==> config.mk <==
export PLATFORM = sky130hd
export DESIGN_NAME = regfile_hazard_scoreboard
export DESIGN_NICKNAME = d
export VERILOG_FILES = /design/src/rtl/regfile_hazard_scoreboard.sv
export SDC_FILE = /design/constraint.sdc
export NUM_CORES = 1
export LEC_CHECK = 0
export CORE_MARGIN = 2
export CORE_UTILIZATION = 39
export CTS_CLUSTER_SIZE = 10
export DETAILED_ROUTE_END_ITERATION = 6
export PLACE_DENSITY = 0.67
export SLEW_MARGIN = 0
export SYNTH_ARGS = -nofsm -noshare
export SYNTH_HDL_FRONTEND = slang
export SYNTH_SLANG_ARGS = --single-unit
==> constraint.sdc <==
create_clock -name i_clk -period 3.4 [get_ports i_clk]
set_clock_uncertainty 0.15 [all_clocks]
set_input_delay 0.68 -clock i_clk [delete_from_list [all_inputs] [get_ports i_clk]]
set_output_delay 0.68 -clock i_clk [all_outputs]
set_load 0.05 [all_outputs]
==> src/rtl/regfile_hazard_scoreboard.sv <==
// RAW hazard scoreboard for the non-forwarding pipeline: tracks in-flight rd per stage and stalls ID.
// Optional macro REGFILE_WT_EN: regfile write-through, so the WB slot leaves the compare set.
module regfile_hazard_scoreboard #(
   parameter int STAGES = 3,
   parameter int CNT_W  = 16
) (
   input  logic             i_clk,
   input  logic             i_rst,
   input  logic             i_id_valid,
   input  logic [4:0]       i_rs1_addr,
   input  logic             i_rs1_used,
   input  logic [4:0]       i_rs2_addr,
   input  logic             i_rs2_used,
   input  logic [4:0]       i_rd_addr,
   input  logic             i_rd_wren,
   input  logic             i_hold,
   input  logic             i_flush,
   output logic             o_stall,
   output logic             o_issue,
   output logic [31:0]      o_busy_vec,
   output logic [CNT_W-1:0] o_stall_cnt
);

   // With write-through the WB slot can never cause a hazard, so it needs no storage.
`ifdef REGFILE_WT_EN
   localparam int NSLOT = STAGES - 1;
`else
   localparam int NSLOT = STAGES;
`endif

   logic             slot_v_reg  [NSLOT];
   logic [4:0]       slot_rd_reg [NSLOT];
   logic             slot_v_next [NSLOT];
   logic [4:0]       slot_rd_next[NSLOT];
   logic [31:0]      busy_cmp;
   logic             hazard1;
   logic             hazard2;
   logic [CNT_W-1:0] cnt_reg;

   always_comb begin
      busy_cmp = '0;
      for (int k = 0; k < NSLOT; k++) begin
         if (slot_v_reg[k]) begin
            busy_cmp[slot_rd_reg[k]] = 1'b1;
         end
      end
      busy_cmp[0] = 1'b0;
   end

   assign hazard1 = i_rs1_used && (i_rs1_addr != 5'd0) && busy_cmp[i_rs1_addr];
   assign hazard2 = i_rs2_used && (i_rs2_addr != 5'd0) && busy_cmp[i_rs2_addr];

   assign o_stall     = !i_rst && i_id_valid && !i_flush && (hazard1 || hazard2);
   assign o_issue     = !i_rst && i_id_valid && !i_flush && !o_stall && !i_hold;
   assign o_busy_vec  = i_rst ? 32'd0 : busy_cmp;
   assign o_stall_cnt = cnt_reg;

   // Slot 0 takes the issuing instruction (or a bubble); every later slot takes its predecessor.
   genvar gi;
   generate
      for (gi = 0; gi < NSLOT; gi++) begin : g_slot
         if (gi == 0) begin : g_head
            assign slot_v_next[gi]  = o_issue && i_rd_wren && (i_rd_addr != 5'd0);
            assign slot_rd_next[gi] = o_issue ? i_rd_addr : 5'd0;
         end else begin : g_tail
            assign slot_v_next[gi]  = slot_v_reg[gi-1];
            assign slot_rd_next[gi] = slot_rd_reg[gi-1];
         end

         always_ff @(posedge i_clk) begin
            if (i_rst) begin
               slot_v_reg[gi]  <= 1'b0;
               slot_rd_reg[gi] <= 5'd0;
            end else if (!i_hold) begin
               slot_v_reg[gi]  <= slot_v_next[gi];
               slot_rd_reg[gi] <= slot_rd_next[gi];
            end
         end
      end
   endgenerate

   always_ff @(posedge i_clk) begin
      if (i_rst) begin
         cnt_reg <= '0;
      end else if (o_stall && !i_hold && (cnt_reg != {CNT_W{1'b1}})) begin
         cnt_reg <= cnt_reg + 1'b1;
      end
   end

endmodule

After elaboration in Yosys (flattened, before gate mapping)
Memories as Yosys holds them, arrays and structs flattened.
Index checks and enable logic that the tools add are counted.
{ "op_classes": {"n_addsub": 1, "n_mul": 0, "div_mod_pow": 0, "magnitude_cmp": 8, "eq_ne": 1, "n_shift": 0, "mux": 26, "bitwise_logic": 8, "n_reduce_logical": 24} }
{ "ops": {"columns": ["cell", "n"], "rows": [
  ["$mux 32", 4],
  ["$or 32x32->32", 2],
  ["$lt 5x6->1 const B", 5],
  ["$mux 5", 4],
  ["$add 16x1->16 const B", 1],
  ["$logic_and 1x1->1", 16],
  ["$ne 16x16->1 const B", 1],
  ["$demux 1 s5", 3],
  ["$ge 5x1->1 const B", 3],
  ["$reduce_bool 5->1", 3],
  ["$mux 1", 13],
  ["$bmux 1 s5", 2],
  ["$or 1x1->1", 6],
  ["$logic_not 1->1", 4],
  ["$logic_or 1x1->1", 1]
]} }
{ "word_totals": {"regBits": 16, "latchBits": 0, "ramBits": 18, "rom_bits": 0, "in_bits": 23, "wordCells": 71, "memories": 2} }
{ "memory_table": {"columns": ["name", "words", "width", "read_ports", "rd_ports_with_merged_regs", "wr", "line_no", "rtl"], "rows": [
  ["slot_rd_reg", 3, 5, 3, 0, 3, "32", "logic [4:0] slot_rd_reg [NSLOT];"],
  ["slot_v_reg", 3, 1, 3, 0, 3, "31", "logic slot_v_reg [NSLOT];"]
]} }

Longest topological paths before layout
Gate-level depths: netlist of the first run.
An unclocked memory read counts as a cell.
{ "logic_depth": {"ltp_word": 21, "mapped_depth": 12} }

Worst setup path before layout of the first run
Ideal clock, no wire load.
{ "synth_path": {"path_kind": "register -> output", "start": "mem slot_rd_reg[2][1]", "end": "out o_stall", "t_arrival_ps": 3491, "required_ps": 2570, "path_slack_ps": -921, "stages_incl_launch_ff": 12, "path_cell_list": "edfxtp_1 > or2_2 > buf_2 > o32ai_2 > nor2_1 > mux4_2 > a311o_1 > o41ai_1 > a221oi_2 > and2_4 > buf_6 > nor3_1"} }
{ "synth_rtl": {"columns": ["item", "line_no", "rtl"], "rows": [
  ["from (decl)", "32", null],
  ["to (decl)", "18", "output logic o_stall,"]
]} }

==> results by group, run 1 <==
GRT
  • Initial antenna violation count: 0
  • GR Util met3: 2.95%
  • Vias in the first global route: 4065
  • GR Util met1: 32.8%
  • First-pass GRT wire length: 19600 um
  • M2 GR Usage: 49.8%
  • Global Route Usage Sum: 27.9%
  • Grt peak-use layer: met2
  • Largest net degree at the start of global routing: 25
  • GR Overflow Total: 0

Final layout
  • Fillers: 646
  • Layout cells sized above 1: 40.2%
  • Max FFs per register: 16
  • Total Nets Final: 633
  • Finished Layout Cells: 712
  • FF/Latch Area: 861 um^2
  • Antenna fix cells: 0
  • Multi-input combinational cell area: 0.00256 mm^2
  • Area Growth Syn to Fin: 72.5%

STA
  • Tightest Pin Transition: 0.800 ns
  • RSZ-0062 raised after global routing: true
  • Period utilization: 116%
  • Final setup fails: 15
  • Max Clk Rate: 254 MHz
  • Max-slew violations: 0
  • Final hold viol count: 0
  • Setup TNS: -4.16 ns
  • Final worst slack: -0.529 ns
  • Crit path time final: 3.93 ns
  • Worst slew margin relative to its limit: 46.7%

Worst setup path
  • Worst R2R Start: slot_rd_reg[0][0]
  • Critical path startpoint category: flop
  • CP Class: reg2out
  • Reg2reg end: o_stall_cnt[11]
  • FF-to-FF path depth: 15
  • Data arrival, critical path: 3.10 ns
  • WP data required: 2.57 ns
  • R2R Setup Slk: -0.47 ns
  • Worst Path Max Fanout: 6
  • CP endpoint kind: primary output

Synthesis
  • Cell count after synthesis: 413
  • Synthesized area: 0.00319 mm^2
  • Main synth FF type: edfxtp_1
  • Top cells by count, synth: nor2_1, o22ai_1, nor3_1, nand2b_1, and2_1
  • Synth async-reset ratio: 0%
  • Synth warn: 0
  • Average size of a mapped cell: 7.73 um^2
  • Syn_nets: 437
  • Post-synth top area cell: edfxtp_1
  • #FFs+latches synth: 34
  • Most frequent cell after synthesis: nor2_1
  • Seq/Total Area, Yosys: 27.0%
  • Area fraction of the dominant cell type after synthesis: 16.9%
  • Top cells by area, synth: edfxtp_1, nor2_1, dfxtp_1, o22ai_1, mux4_2
  • Synth unique cells: 62
  • Number of flops mapped to enable cells by yosys: 18

Place
  • PortBufs: 71
  • Post-Place Setup Slack: -0.413 ns
  • Placed Cells: 688
  • Post-detail-place hpwl: 9390 um
  • Routability cong.: 1.03

Clock network
  • Max clock buf depth: 2
  • Worst-Skew Late Latency: 0.29 ns
  • CTS sink cnt: 34
  • CTS tree: built
  • H-tree depth: 2
  • Clock-pin slew on the worst setup and hold paths: 0.07 ns
  • CTS Buf Count: 5
  • CTS Root Cell: clkbuf_8

Floorplanning
  • Cell Rows: 32
  • # IOs: 73
  • Die Wd: 94.5 um
  • Die Area: 0.00892 mm^2
  • Die Ht: 94.5 um
  • Starting density of the core: 40.7%
  • CORE AREA: 0.00785 mm^2

Route
  • Via count: 4155
  • Routed length per placed instance: 17.6 um
  • Antenna viol nets, final: 0
  • Drt first-iter violations: 370
  • First drt pass iteration count: 6
  • DRC Markers: 0
  • Vias per inst: 5.84
  • Total routed wirelength: 12500 um

Flow run
  • Total of max-cap violations: 0

Pwr
  • Leakage: 2.26 nW
  • Max VDD drop: 0.000226 V
  • Pwr dens: 198 mW/mm^2
  • Tot Pwr: 1.09 mW

Hold path
  • Hold path endpoint: o_stall_cnt[1]
  • Hold Crit Depth: 2
  • Worst min path class: reg2reg
  • Hold Startpoint: o_stall_cnt[1]

Status
  • Failing checks: setup timing
  • Status: finished, violations left
-- worst max-delay path, stage by stage (launching register included) --
cell,delay [ns]
edfxtp_1,0.44
buf_6,0.16
or4b_4,0.58
o22ai_2,0.20
nor2_2,0.09
mux4_2,0.46
nor2_1,0.10
or4_1,0.13
nand3_2,0.13
and2_4,0.21
nor3_4,0.15
buf_12,0.16
-- worst max path at each step --
stage,from,to,cells past startpoint
after CTS,slot_rd_reg[0][0],o_stall,11
after floorplan,slot_rd_reg[0][4],o_stall,11
after global routing,slot_rd_reg[0][0],o_stall,11
after detailed placement,i_rs1_addr[1],o_stall,9
final,slot_rd_reg[0][0],o_stall,11
after global placement,i_rs1_addr[1],o_stall,9
-- per-stage QoR --
| step | util (%) | hold slack, ns | cell area, um^2 |
|---|---|---|---|
| floorplan | - | 0.431 | 3240 |
| global placement | 62.7 | 0.341 | 4920 |
| detailed placement | 62.7 | 0.368 | 4920 |
| CTS | 67.5 | 0.379 | 5300 |
| global route | 70.2 | 0.406 | 5510 |
| finish | 70.2 | 0.389 | 5510 |
-- cell type report --
| cell class | instances | share of cell area (%) |
|---|---|---|
| Tap cell | 102 | 2.32 |
| Inverter | 5 | 0.341 |
| Clock inverter | 2 | 0.159 |
| Clock buffer | 6 | 1.32 |
| Sequential cell | 34 | 15.6 |
| Multi-Input combinational cell | 347 | 46.4 |
| Timing Repair Buffer | 216 | 33.8 |
-- cell usage in the layout (no fill, tap or decap), types with 4 or more instances in the layout --
cell / netlist / routed
clkbuf_8: 0 / 5
dfxtp_1: 16 / 16
inv_1: 5 / 5
nand2b_1: 20 / 20
nor3_4: 0 / 4
and3_1: 6 / 6
o22ai_2: 0 / 9
nand4b_1: 9 / 9
mux4_2: 6 / 6
nor2_2: 0 / 4
o32ai_1: 4 / 4
clkdlybuf4s50_1: 0 / 39
buf_6: 2 / 4
and2_1: 19 / 19
buf_4: 1 / 155
a21oi_1: 7 / 4
or4bb_4: 0 / 4
o22ai_1: 27 / 17
nor2_1: 100 / 95
dlymetal6s2s_1: 0 / 7
mux2_4: 0 / 5
buf_12: 0 / 5
edfxtp_1: 18 / 18
nand4_1: 8 / 8
nand3_1: 8 / 7
nor2b_1: 12 / 12
o21ai_0: 7 / 5
nand2_1: 16 / 16
nor3_1: 21 / 14
-- report_power, final --
group          switching, mW  internal [mW]  total (mW)  leakage [nW]
registers             0.0141          0.446       0.460         0.329
clock network          0.138          0.140       0.278        0.0426
logic                  0.176          0.175       0.351          1.89
-- cells by family after synthesis --
kind of cell / after synthesis / synth area share (%)
buffers and inverters: 32 / 4.51
adder cells (fa/ha/maj): 1 / 0.392
AO/OA/AOI/OAI: 77 / 17.8
multiplexers: 16 / 7.68
AND/OR/NAND/NOR: 249 / 41.7
flip-flops: 34 / 27.0
XOR/XNOR: 3 / 0.823
other: 1 / 0.117
-- routing by layer --
metal | up-vias | part of all wire, %
met5 | - | 0
met4 | 0 | 5.2
met3 | 53 | 6.7
met2 | 224 | 49
met1 | 1948 | 39
li1 | 1930 | -
-- repair_timing --
item / 4_1_cts / 5_1_grt
gates cloned: 1 / 0
resized for setup: 40 / 43
pin swaps: 13 / 12
setup buffers: 12 / 6
hold buffers: 0 / 0
endpoints found under the hold margin: 0 / 0
setup endpoints to repair: 17 / 33
Note: power is estimated with default switching activity, not from simulation.
==> inputs of run 2 (changes only) <==
--- a/config.mk
+++ b/config.mk
@@ -5,11 +5,12 @@
 export SDC_FILE = /design/constraint.sdc
 export NUM_CORES = 1
 export LEC_CHECK = 0
+export ABC_AREA = 1
 export CORE_MARGIN = 2
 export CORE_UTILIZATION = 39
 export CTS_CLUSTER_SIZE = 10
 export DETAILED_ROUTE_END_ITERATION = 6
-export PLACE_DENSITY = 0.67
+export PLACE_DENSITY = 0.66
 export SLEW_MARGIN = 0
 export SYNTH_ARGS = -nofsm -noshare
 export SYNTH_HDL_FRONTEND = slang
==> run 2 against run 1 <==
  * The flow now finishes without violations
  * Combinational power fell by 14%
  * Final cell count rose by 19%
  * Worst hold slack got worse by 0.029 ns
  * Via count rose by 6.7%
  * Synthesized area rose by 12%
  * Setup slack improved by 0.61 ns
  * Non-clock buffer count fell by 107
  * Utilization fell by 10 points
  * Critical path depth rose by 6
  * First-iteration DRC count fell by 20%
  * Maximum frequency rose by 18%
  * Die area rose by 12%
  * Critical path type unchanged
  * Largest power group unchanged
  * Highest routed layer unchanged
==> results by group, run 2 <==
Worst setup path
  • CP max stage cell: edfxtp_1
  • CP Class: reg2out
  • Critical path startpoint category: flop
  • Crit path max-delay family: simple AND/OR/NAND/NOR gates
  • CP bufs+invs: 5
  • Crit-path max cell delay: 0.48 ns
  • Crit-path most repeated cell: nand2_1
  • Data arrival, critical path: 2.49 ns
  • CP endpoint kind: primary output
  • R2R Setup Slk: 0.69 ns
  • Worst Path Max Fanout: 6
  • FF-to-FF path depth: 19
  • CP Cell Sequence: inv_2, buf_4, nor2_2, nand2_1, nand3_1, nand2_1, nand3_1, nand2_1, nand2_1, nand2_1, inv_1, nand2_1, nand2_1, nand2_2, buf_4, a21oi_4, buf_12
  • WP depth: 17
  • WP data required: 2.57 ns

Final layout
  • Antenna fix cells: 0
  • Fillers: 850
  • Total Nets Final: 762
  • Multi-input combinational cell area: 0.00241 mm^2
  • Fin util: 59.8%
  • Commonest non-fill, non-tap cell in the layout: nand2_1
  • Area Growth Syn to Fin: 47.0%
  • Most frequent cells in the layout: nand2_1, inv_1, nor2_1
  • FF/Latch Area: 861 um^2
  • Final Cell Area: 0.00527 mm^2
  • Layout cells sized above 1: 21.4%
  • Max FFs per register: 16

GRT
  • GR Overflow Total: 0
  • Initial antenna violation count: 0
  • Global Route Usage Sum: 26.5%
  • First-pass GRT wire length: 20800 um
  • Largest net degree at the start of global routing: 35
  • Vias in the first global route: 4124

Route
  • Vias per inst: 5.24
  • DRC Markers: 0
  • Total routed wirelength: 13300 um
  • Via count: 4435
  • Routed length per placed instance: 15.7 um
  • First drt pass iteration count: 5
  • Drt first-iter violations: 295
  • Antenna viol nets, final: 0

Clock network
  • Max clock buf depth: 2
  • Post-CTS Hold Fix Bufs: 0
  • CTS tree: built
  • CTS sink cnt: 34
  • CTS Buf Count: 5
  • Clock-pin slew on the worst setup and hold paths: 0.07 ns
  • CTS Root Cell: clkbuf_8
  • H-tree depth: 2
  • Worst-Skew Late Latency: 0.28 ns

STA
  • Crit path time final: 3.32 ns
  • Period utilization: 97.7%
  • RSZ-0062 raised after global routing: true
  • Final setup fails: 0
  • Final hold viol count: 0
  • Tightest Pin Transition: 0.522 ns
  • Max-slew violations: 0
  • Max Clk Rate: 301 MHz
  • Worst slew margin relative to its limit: 65.1%

Pwr
  • Pwr dens: 213 mW/mm^2
  • Max VDD drop: 0.000296 V
  • Tot Pwr: 1.12 mW
  • Leakage: 2.59 nW

Floorplanning
  • Die Wd: 99.8 um
  • Starting density of the core: 40.7%
  • # IOs: 73
  • Die Area: 0.00996 mm^2
  • Cell Rows: 34
  • Die Ht: 99.8 um
  • CORE AREA: 0.00881 mm^2

Place
  • Post-detail-place hpwl: 10400 um
  • Cell Area, Placed: 0.00485 mm^2
  • PortBufs: 71
  • Routability cong.: 0.976

Synthesis
  • Syn_nets: 660
  • Average size of a mapped cell: 5.63 um^2
  • Main synth FF type: edfxtp_1
  • Post-synth top area cell: nand2_1
  • Synth unique cells: 38
  • Most frequent cell after synthesis: nand2_1
  • Area fraction of the dominant cell type after synthesis: 24.4%
  • Number of flops mapped to enable cells by yosys: 18
  • Synth warn: 0
  • Seq/Total Area, Yosys: 24.0%
  • Cell count after synthesis: 636
  • Synth async-reset ratio: 0%
  • Top cells by area, synth: nand2_1, edfxtp_1, inv_1, nand3_1, nor2_1
  • Synthesized area: 0.00358 mm^2
  • #FFs+latches synth: 34
  • Top cells by count, synth: nand2_1, inv_1, nor2_1, nand3_1, edfxtp_1

Flow run
  • Total of max-cap violations: 0

Status
  • Status: finished, final reports clean

Hold path
  • Hold Crit Depth: 2
  • Worst min path class: reg2reg
run 2: cell count changes after synthesis, moves of 19 or more:
| cell | change |
|---|---|
| nand2_1 | +217 |
| nand3_1 | +59 |
| nand2b_1 | -20 |
| and2_1 | -19 |
| o22ai_1 | -27 |
| inv_1 | +100 |
run 2: tightest hold or removal path: stages (launching register included):
cell     delay [ns]
dfxtp_1        0.34
inv_1          0.07
a21oi_1        0.06
run 2: cell type report:
type                            instances  area share, %
Multi-Input combinational cell        480           45.7
Timing Repair Buffer                  109           25.6
Sequential cell                        34           16.3
Inverter                              108           7.75
Tap cell                              108           2.57
Clock buffer                            6           1.38
Clock inverter                          2          0.642
run 2: logic make-up after synthesis:
kind of cell / after synthesis / synth area share [%]
compound gates: 25 / 4.05
xor+xnor: 4 / 0.979
fa+ha+maj: 1 / 0.349
buf+inv: 122 / 13.6
flops: 34 / 24.0
other cells: 1 / 0.105
simple gates: 449 / 56.8
run 2: metrics by stage:
step | setup slack [ns] | setup TNS [ns] | instances | hold slack (ns)
6_report | 0.0772 | 0 | 847 | 0.360
5_1_grt | -0.0530 | -0.0550 | 847 | 0.392
3_3_place_gp | -0.0606 | -0.101 | 825 | 0.338
2_1_floorplan | 0.317 | 0 | 636 | 0.409
3_5_place_dp | -0.0864 | -0.0890 | 825 | 0.336
4_1_cts | 0.00219 | 0 | 835 | 0.355
run 2: layer usage:
layer	GRT usage, %	up-vias	wire length, um	share of wire [%]
met2	47.3	221	6520	49
met1	32.8	1986	5380	40
met4	11.0	0	515	3.9
met5	0	-	0	0
met3	2.16	40	870	6.6
li1	-	2188	-	-
run 2: worst paths after layout:
| check | start | endpoint |
|---|---|---|
| setup / recovery | slot_rd_reg[1][2] | o_stall |
| hold / removal | o_stall_cnt[1] | o_stall_cnt[1] |
| setup reg to reg | slot_rd_reg[1][2] | o_stall_cnt[7] |
| hold reg to reg | o_stall_cnt[1] | o_stall_cnt[1] |
run 2: repair_timing:
item | 4_1_cts | 5_1_grt
setup endpoints to repair | 2 | 2
buffers inserted | 2 | 12
pin swaps | 0 | 3
resized for setup | 9 | 52
run 2: report_power, final:
group	internal [mW]	total, mW	switching (mW)
combinational	0.119	0.303	0.184
clock	0.216	0.359	0.143
sequential	0.445	0.461	0.0152
